==> src/rtl/sdspi_cmd_engine_if.sv <==
// sdspi_cmd_engine_if: command request/response and byte-wide SPI low-level signals
// shared between the SD front end, the command engine and the SPI byte engine.
interface sdspi_cmd_engine_if;
  logic        i_cmd_stb;
  logic [1:0]  i_cmd_type;
  logic [5:0]  i_cmd;
  logic [31:0] i_cmd_data;
  logic        o_busy;
  logic        o_ll_stb;
  logic [7:0]  o_ll_byte;
  logic        i_ll_busy;
  logic        i_ll_stb;
  logic [7:0]  i_ll_byte;
  logic        o_done;
  logic [1:0]  o_err;
  logic [39:0] o_response;

  modport slave (
    input  i_cmd_stb, i_cmd_type, i_cmd, i_cmd_data, i_ll_busy, i_ll_stb, i_ll_byte,
    output o_busy, o_ll_stb, o_ll_byte, o_done, o_err, o_response
  );

  modport master (
    output i_cmd_stb, i_cmd_type, i_cmd, i_cmd_data, i_ll_busy, i_ll_stb, i_ll_byte,
    input  o_busy, o_ll_stb, o_ll_byte, o_done, o_err, o_response
  );
endinterface

==> src/rtl/sdspi_cmd_engine.sv <==
// sdspi_cmd_engine: serialises a 48-bit SD command (CRC7 on the fly) to the SPI byte port and
// collects R1/R1b/R2/R3/R7 responses. Macro SDSPI_CMD_NEC_EN adds one trailing 0xFF NEC byte.
module sdspi_cmd_engine #(
  parameter int NCR_MAX = 8,
  parameter int BUSY_TW = 24
) (
  input  logic              i_clk,
  input  logic              i_reset,
  sdspi_cmd_engine_if.slave bus
);

  typedef enum logic [2:0] {
    IDLE    = 3'd0,
    SEND    = 3'd1,
    WAIT_R1 = 3'd2,
    RESP    = 3'd3,
    BUSY    = 3'd4,
    NEC     = 3'd5,
    DONE    = 3'd6
  } state_t;

`ifdef SDSPI_CMD_NEC_EN
  localparam state_t FINISH = NEC;
`else
  localparam state_t FINISH = DONE;
`endif
  localparam logic [7:0]         NCR_LIM  = 8'(NCR_MAX);
  localparam logic [BUSY_TW-1:0] BUSY_LIM = {BUSY_TW{1'b1}};

  function automatic logic [6:0] crc7_byte(input logic [6:0] crc, input logic [7:0] b);
    logic [6:0] c;
    logic       fb;
    c = crc;
    for (int i = 7; i >= 0; i--) begin
      fb = c[6] ^ b[i];
      c  = {c[5:0], 1'b0} ^ (fb ? 7'h09 : 7'h00);
    end
    return c;
  endfunction

  function automatic logic [7:0] frame_byte(input logic [2:0] idx, input logic [5:0] cmd,
                                            input logic [31:0] data, input logic [6:0] crc);
    case (idx)
      3'd0:    return {2'b01, cmd};
      3'd1:    return data[31:24];
      3'd2:    return data[23:16];
      3'd3:    return data[15:8];
      3'd4:    return data[7:0];
      3'd5:    return {crc, 1'b1};
      default: return 8'hff;
    endcase
  endfunction

  state_t              state_r, state_s;
  logic                pending_r, pending_s;
  logic [1:0]          type_r, type_s;
  logic [5:0]          cmd_r, cmd_s;
  logic [31:0]         data_r, data_s;
  logic [6:0]          crc_r, crc_s;
  logic [2:0]          idx_r, idx_s;
  logic [7:0]          fill_r, fill_s;
  logic [2:0]          remain_r, remain_s;
  logic [BUSY_TW-1:0]  bcnt_r, bcnt_s;
  logic                busy_r, busy_s;
  logic                ll_stb_r, ll_stb_s;
  logic [7:0]          ll_byte_r, ll_byte_s;
  logic                done_r, done_s;
  logic [1:0]          err_r, err_s;
  logic [39:0]         resp_r, resp_s;
  logic                accept_s, rx_s;

  // Next-state, datapath and registered-output computation.
  always_comb begin
    state_s   = state_r;
    type_s    = type_r;
    cmd_s     = cmd_r;
    data_s    = data_r;
    crc_s     = crc_r;
    idx_s     = idx_r;
    fill_s    = fill_r;
    remain_s  = remain_r;
    bcnt_s    = bcnt_r;
    busy_s    = busy_r;
    done_s    = 1'b0;
    err_s     = err_r;
    resp_s    = resp_r;
    accept_s  = ll_stb_r && !bus.i_ll_busy;
    rx_s      = pending_r && bus.i_ll_stb;

    // Only one byte may be outstanding; stray receive strobes are ignored.
    if (accept_s) begin
      pending_s = 1'b1;
    end else if (rx_s) begin
      pending_s = 1'b0;
    end else begin
      pending_s = pending_r;
    end

    case (state_r)
      IDLE: begin
        if (bus.i_cmd_stb) begin
          state_s  = SEND;
          busy_s   = 1'b1;
          type_s   = bus.i_cmd_type;
          cmd_s    = bus.i_cmd;
          data_s   = bus.i_cmd_data;
          crc_s    = 7'd0;
          idx_s    = 3'd0;
          fill_s   = 8'd0;
          remain_s = 3'd0;
          bcnt_s   = '0;
          err_s    = 2'b00;
          resp_s   = 40'd0;
        end else begin
          state_s = IDLE;
        end
      end
      SEND: begin
        if (accept_s) begin
          if (idx_r < 3'd5) begin
            crc_s = crc7_byte(crc_r, ll_byte_r);
          end else begin
            crc_s = crc_r;
          end
          idx_s = idx_r + 3'd1;
        end else if (rx_s && (idx_r == 3'd6)) begin
          state_s = WAIT_R1;
          fill_s  = 8'd0;
        end else begin
          state_s = SEND;
        end
      end
      WAIT_R1: begin
        if (rx_s && !bus.i_ll_byte[7]) begin
          resp_s = {32'd0, bus.i_ll_byte};
          case (type_r)
            2'b00: state_s = FINISH;
            2'b01: state_s = BUSY;
            2'b10: begin
              state_s  = RESP;
              remain_s = 3'd1;
            end
            2'b11: begin
              state_s  = RESP;
              remain_s = 3'd4;
            end
            default: state_s = FINISH;
          endcase
        end else if (rx_s) begin
          fill_s = fill_r + 8'd1;
          if (fill_s == NCR_LIM) begin
            err_s   = 2'b01;
            state_s = FINISH;
          end else begin
            state_s = WAIT_R1;
          end
        end else begin
          state_s = WAIT_R1;
        end
      end
      RESP: begin
        if (rx_s) begin
          resp_s   = {resp_r[31:0], bus.i_ll_byte};
          remain_s = remain_r - 3'd1;
          if (remain_r == 3'd1) begin
            state_s = FINISH;
          end else begin
            state_s = RESP;
          end
        end else begin
          state_s = RESP;
        end
      end
      BUSY: begin
        if (rx_s && (bus.i_ll_byte != 8'h00)) begin
          state_s = FINISH;
        end else if (rx_s) begin
          bcnt_s = bcnt_r + {{(BUSY_TW-1){1'b0}}, 1'b1};
          if (bcnt_s == BUSY_LIM) begin
            err_s   = 2'b10;
            state_s = FINISH;
          end else begin
            state_s = BUSY;
          end
        end else begin
          state_s = BUSY;
        end
      end
      NEC: begin
        if (rx_s) begin
          state_s = DONE;
        end else begin
          state_s = NEC;
        end
      end
      DONE: begin
        state_s = IDLE;
        busy_s  = 1'b0;
        done_s  = 1'b1;
      end
      default: begin
        state_s = IDLE;
        busy_s  = 1'b0;
      end
    endcase

    ll_stb_s = busy_s && !pending_s && (state_s != DONE);
    if (state_s == SEND) begin
      ll_byte_s = frame_byte(idx_s, cmd_s, data_s, crc_s);
    end else begin
      ll_byte_s = 8'hff;
    end
  end

  // State and output registers with synchronous reset.
  always_ff @(posedge i_clk) begin
    if (i_reset) begin
      state_r   <= IDLE;
      pending_r <= 1'b0;
      type_r    <= 2'b00;
      cmd_r     <= 6'd0;
      data_r    <= 32'd0;
      crc_r     <= 7'd0;
      idx_r     <= 3'd0;
      fill_r    <= 8'd0;
      remain_r  <= 3'd0;
      bcnt_r    <= '0;
      busy_r    <= 1'b0;
      ll_stb_r  <= 1'b0;
      ll_byte_r <= 8'hff;
      done_r    <= 1'b0;
      err_r     <= 2'b00;
      resp_r    <= 40'd0;
    end else begin
      state_r   <= state_s;
      pending_r <= pending_s;
      type_r    <= type_s;
      cmd_r     <= cmd_s;
      data_r    <= data_s;
      crc_r     <= crc_s;
      idx_r     <= idx_s;
      fill_r    <= fill_s;
      remain_r  <= remain_s;
      bcnt_r    <= bcnt_s;
      busy_r    <= busy_s;
      ll_stb_r  <= ll_stb_s;
      ll_byte_r <= ll_byte_s;
      done_r    <= done_s;
      err_r     <= err_s;
      resp_r    <= resp_s;
    end
  end

  assign bus.o_busy     = busy_r;
  assign bus.o_ll_stb   = ll_stb_r;
  assign bus.o_ll_byte  = ll_byte_r;
  assign bus.o_done     = done_r;
  assign bus.o_err      = err_r;
  assign bus.o_response = resp_r;

endmodule

==> src/flat_wrapper.sv <==
// flat-port wrapper written by rule: the top's interface ports become plain ports
module sdspi_cmd_engine_flat 
#(
  parameter int NCR_MAX = 8,
  parameter int BUSY_TW = 24
)
  (i_clk, i_reset, bus_i_cmd_stb, bus_i_cmd_type, bus_i_cmd, bus_i_cmd_data, bus_i_ll_busy, bus_i_ll_stb, bus_i_ll_byte, bus_o_busy, bus_o_ll_stb, bus_o_ll_byte, bus_o_done, bus_o_err, bus_o_response);
  sdspi_cmd_engine_if bus_i ();
  input  logic i_clk;
  input  logic i_reset;
  input wire logic [$bits(bus_i.i_cmd_stb)-1:0] bus_i_cmd_stb;
  input wire logic [$bits(bus_i.i_cmd_type)-1:0] bus_i_cmd_type;
  input wire logic [$bits(bus_i.i_cmd)-1:0] bus_i_cmd;
  input wire logic [$bits(bus_i.i_cmd_data)-1:0] bus_i_cmd_data;
  input wire logic [$bits(bus_i.i_ll_busy)-1:0] bus_i_ll_busy;
  input wire logic [$bits(bus_i.i_ll_stb)-1:0] bus_i_ll_stb;
  input wire logic [$bits(bus_i.i_ll_byte)-1:0] bus_i_ll_byte;
  output wire logic [$bits(bus_i.o_busy)-1:0] bus_o_busy;
  output wire logic [$bits(bus_i.o_ll_stb)-1:0] bus_o_ll_stb;
  output wire logic [$bits(bus_i.o_ll_byte)-1:0] bus_o_ll_byte;
  output wire logic [$bits(bus_i.o_done)-1:0] bus_o_done;
  output wire logic [$bits(bus_i.o_err)-1:0] bus_o_err;
  output wire logic [$bits(bus_i.o_response)-1:0] bus_o_response;
  assign bus_i.i_cmd_stb = bus_i_cmd_stb;
  assign bus_i.i_cmd_type = bus_i_cmd_type;
  assign bus_i.i_cmd = bus_i_cmd;
  assign bus_i.i_cmd_data = bus_i_cmd_data;
  assign bus_i.i_ll_busy = bus_i_ll_busy;
  assign bus_i.i_ll_stb = bus_i_ll_stb;
  assign bus_i.i_ll_byte = bus_i_ll_byte;
  assign bus_o_busy = bus_i.o_busy;
  assign bus_o_ll_stb = bus_i.o_ll_stb;
  assign bus_o_ll_byte = bus_i.o_ll_byte;
  assign bus_o_done = bus_i.o_done;
  assign bus_o_err = bus_i.o_err;
  assign bus_o_response = bus_i.o_response;
  sdspi_cmd_engine #(.NCR_MAX(NCR_MAX), .BUSY_TW(BUSY_TW)) u_core (.i_clk(i_clk), .i_reset(i_reset), .bus(bus_i));
endmodule
==> config.mk <==
export PLATFORM = sky130hd
export DESIGN_NAME = sdspi_cmd_engine_flat
export DESIGN_NICKNAME = d
export VERILOG_FILES = /design/src/rtl/sdspi_cmd_engine_if.sv /design/src/rtl/sdspi_cmd_engine.sv /design/src/flat_wrapper.sv
export SDC_FILE = /design/constraint.sdc
export NUM_CORES = 1
export LEC_CHECK = 0
export BUFFER_PORTS_ARGS = -buffer_cell sky130_fd_sc_hd__buf_2
export CORE_MARGIN = 3
export CORE_UTILIZATION = 25
export DETAILED_ROUTE_END_ITERATION = 6
export PLACE_DENSITY = 0.51
export SLEW_MARGIN = 20
export SYNTH_ARGS = -nofsm -noshare
export SYNTH_HDL_FRONTEND = slang
export SYNTH_SLANG_ARGS = --single-unit
export TNS_END_PERCENT = 10
==> constraint.sdc <==
create_clock -name i_clk -period 3.6 [get_ports i_clk]
set_input_delay 0.54 -clock i_clk [delete_from_list [all_inputs] [get_ports i_clk]]
set_output_delay 0.54 -clock i_clk [all_outputs]
set_load 0.02 [all_outputs]
==> results.sh <==
export IMPL_status="finished clean"
export IMPL_synth_edf_count=0
export IMPL_drt_total_wl_um=21400
export IMPL_postRouteAntennaNets=0
export IMPL_holdPathStages=3
export IMPL_worst_pin_slew_ns=1.07
export IMPL_cts_resized=0
export IMPL_cts_clk_slew_worst_paths_ns=0.06
export IMPL_dr_first_iter_drc_count=591
export IMPL_synth_avg_cell_area_um2=7.82
export IMPL_synth_ff_type="dfxtp_1"
export IMPL_first_pass_iters=5
export IMPL_powerDensity_nw_per_um2=447
export IMPL_async_reset_ff_share_pct=0
export IMPL_synth_warnings=0
export IMPL_period_needed_ns=3.10
export IMPL_synth_seq_area_share_pct=39.9
export IMPL_syn2layout_area_growth_pct=20.8
export IMPL_hold_path_class="in2reg"
export IMPL_netlist_instances=910
export IMPL_initial_utilization_pct=25.5
export IMPL_port_buffers=105
export IMPL_grt_pass1_wl_um=33900
export IMPL_diodes=0
export IMPL_antenna_found_initial=1
export IMPL_synth_cell_type_count=67
export IMPL_p_sw_uw=948
export IMPL_swShare_pct=24.6
export IMPL_routedWlPerCell_um=15.6
export IMPL_slew_headroom_pct=29.0
export IMPL_synth_area_um2=7120
export IMPL_cts_buffers=17
export IMPL_track_usage_pct=13.7
export IMPL_fin_crit_sh_pct=86.1
export IMPL_max_cap_viol_count=0
export IMPL_path_max_fanout=9
export IMPL_clock_skew_ns=0.00870
export IMPL_whs_ns=0.356
export IMPL_ys_seq_elements=142
export IMPL_vias=6738
export IMPL_drc=0
export IMPL_clock_path_buffers=2
export IMPL_setup_tns_final_ns=0
export IMPL_power_combinational_fraction_pct=8.8
export IMPL_clockRootBuffer="clkbuf_16"
export IMPL_first_global_vias=6238
export IMPL_peakVddDrop_mv=0.373
export IMPL_cts_num_sinks=142
export IMPL_coreArea_um2=27900
export IMPL_p_leak_uw=0.00325
export IMPL_rsz0062_at_grt="false"
export IMPL_startpoint_type="flop"
export IMPL_crit_type="reg2reg"
export IMPL_p_clk_share_pct=48.6
export IMPL_reg2reg_depth=8
export IMPL_cts_tree="built"
export IMPL_die_area_um2=30500
export IMPL_drive_above_1_share_pct=17.6
export IMPL_cts_hold_buffers_added=0
export IMPL_num_rows=61
export IMPL_finalSetupViolCount=0
export IMPL_slew_viol_final=0
export IMPL_num_io_pins=106
export IMPL_p_seq_share_pct=42.7
export IMPL_htreeDepth=4
export IMPL_clkLatencyLatePin_ns=0.42
export IMPL_arrival_ns=3.44
export IMPL_final_cell_mix="142 x dfxtp_1, 125 x nand2_1, 118 x a21oi_1"
export IMPL_die_w_um=175
export IMPL_crit_required_ns=3.94
export IMPL_die_h_um=175
export IMPL_dp_hpwl_um=14800
export IMPL_globalplace_congestion=0.820
export IMPL_layout_commonest_cell="dfxtp_1"
export IMPL_fmax_ghz=0.323
export IMPL_synthesis_nets=970
export IMPL_nNetsFinal=1043
export IMPL_grt_overflow_total=0
export IMPL_end_kind="flop"
export IMPL_post_cts_buffers=0
export IMPL_hold_viol_final=0
export IMPL_grt_max_degree=69
export IMPL_vias_per_cell=4.90
export IMPL_p_int_uw=2900
metrics by stage:
step                utilization [%]  cells  power [uW]  setup WS, ns  instance area (um2)
global placement               28.6   1342        2010         0.622                 7980
finish                         30.8   1374        3850         0.500                 8600
global route                   30.8   1374        4000         0.239                 8600
floorplan                         -    910        1900          1.05                 7120
CTS                            30.8   1374        3890         0.498                 8600
detailed placement             28.6   1342        2020         0.514                 7980
worst paths after layout:
check / slack, ns / start / endpoint
max: 0.50 / u_core.bcnt_r[0]$_SDFFE_PP0P_ / u_core.state_r[1]$_SDFF_PP0_
min: 0.36 / bus_i_cmd_data[14] / u_core.data_r[14]$_SDFF_PP0_
min reg2reg: 0.45 / u_core.bus.o_response[35]$_SDFFE_PP0P_ / u_core.bus.o_response[35]$_SDFFE_PP0P_
max reg2reg: 0.50 / u_core.bcnt_r[0]$_SDFFE_PP0P_ / u_core.state_r[1]$_SDFF_PP0_
cell usage after synthesis, types with 8 or more instances:
cell type	instances	share of area, %
nor3_1	17	1.2
or3_1	12	1.1
nor4_1	9	0.79
dfxtp_1	142	40
nand3_1	53	3.7
nand2_1	125	6.6
a21oi_1	118	8.3
nand4_1	19	1.7
nor2_1	84	4.4
xnor2_1	18	2.2
o21ai_0	38	2.7
a31oi_1	15	1.3
nor2b_1	8	0.70
and3_1	21	1.8
mux2i_1	29	4.1
clkbuf_1	53	2.8
inv_1	11	0.58
buf_2	8	0.56
and2_1	12	1.1
state kept, by name, summed over array words and instances (netlist names), 6 cells and up:
signal	cells
u_core.fill_r	8
u_core.cmd_r	6
u_core.data_r	32
u_core.bus.o_response	40
u_core.bus.o_ll_byte	8
u_core.crc_r	7
u_core.bcnt_r	24
routing by layer:
| layer | track usage (%) | share of wire [%] | wire length (um) |
|---|---|---|---|
| met3 | 2.67 | 3.1 | 661 |
| met4 | 4.12 | 1.3 | 276 |
| met2 | 21.8 | 47 | 10100 |
| met1 | 18.7 | 49 | 10400 |
| met5 | 0 | 0.061 | 13 |
power by group through the flow:
stage	combinational [uW]	sequential, uW	clock [uW]
after floorplan	219	1680	0
after global placement	339	1680	0
after detailed placement	341	1680	0
after CTS	342	1640	1910
after global routing	376	1650	1980
final	338	1640	1870
area by class of cell:
cell class	count	area (um2)
clock inverters	14	191
clock buffers	18	429
repair buffers	123	676
well taps	378	473
flip-flops and latches	142	2840
fillers	3025	19300
inverters	11	41.3
multi-input cells	688	3950
cells by family after synthesis:
family / synth area share (%)
xor+xnor: 3.15
simple gates: 28.9
compound gates: 18.0
fa+ha+maj: 1.23
buf+inv: 4.68
flops: 39.9
mux: 4.08
critical path: stages, from the launching register on:
cell and delay (ns):
dfxtp_1 0.47, ha_1 0.37, and3_1 0.38, nand4_1 0.17, nor3_1 0.51, xor2_1 0.19, nand4b_1 0.22, or4b_1 0.57
a21oi_1 0.14
(Power assumes the default switching activity.)
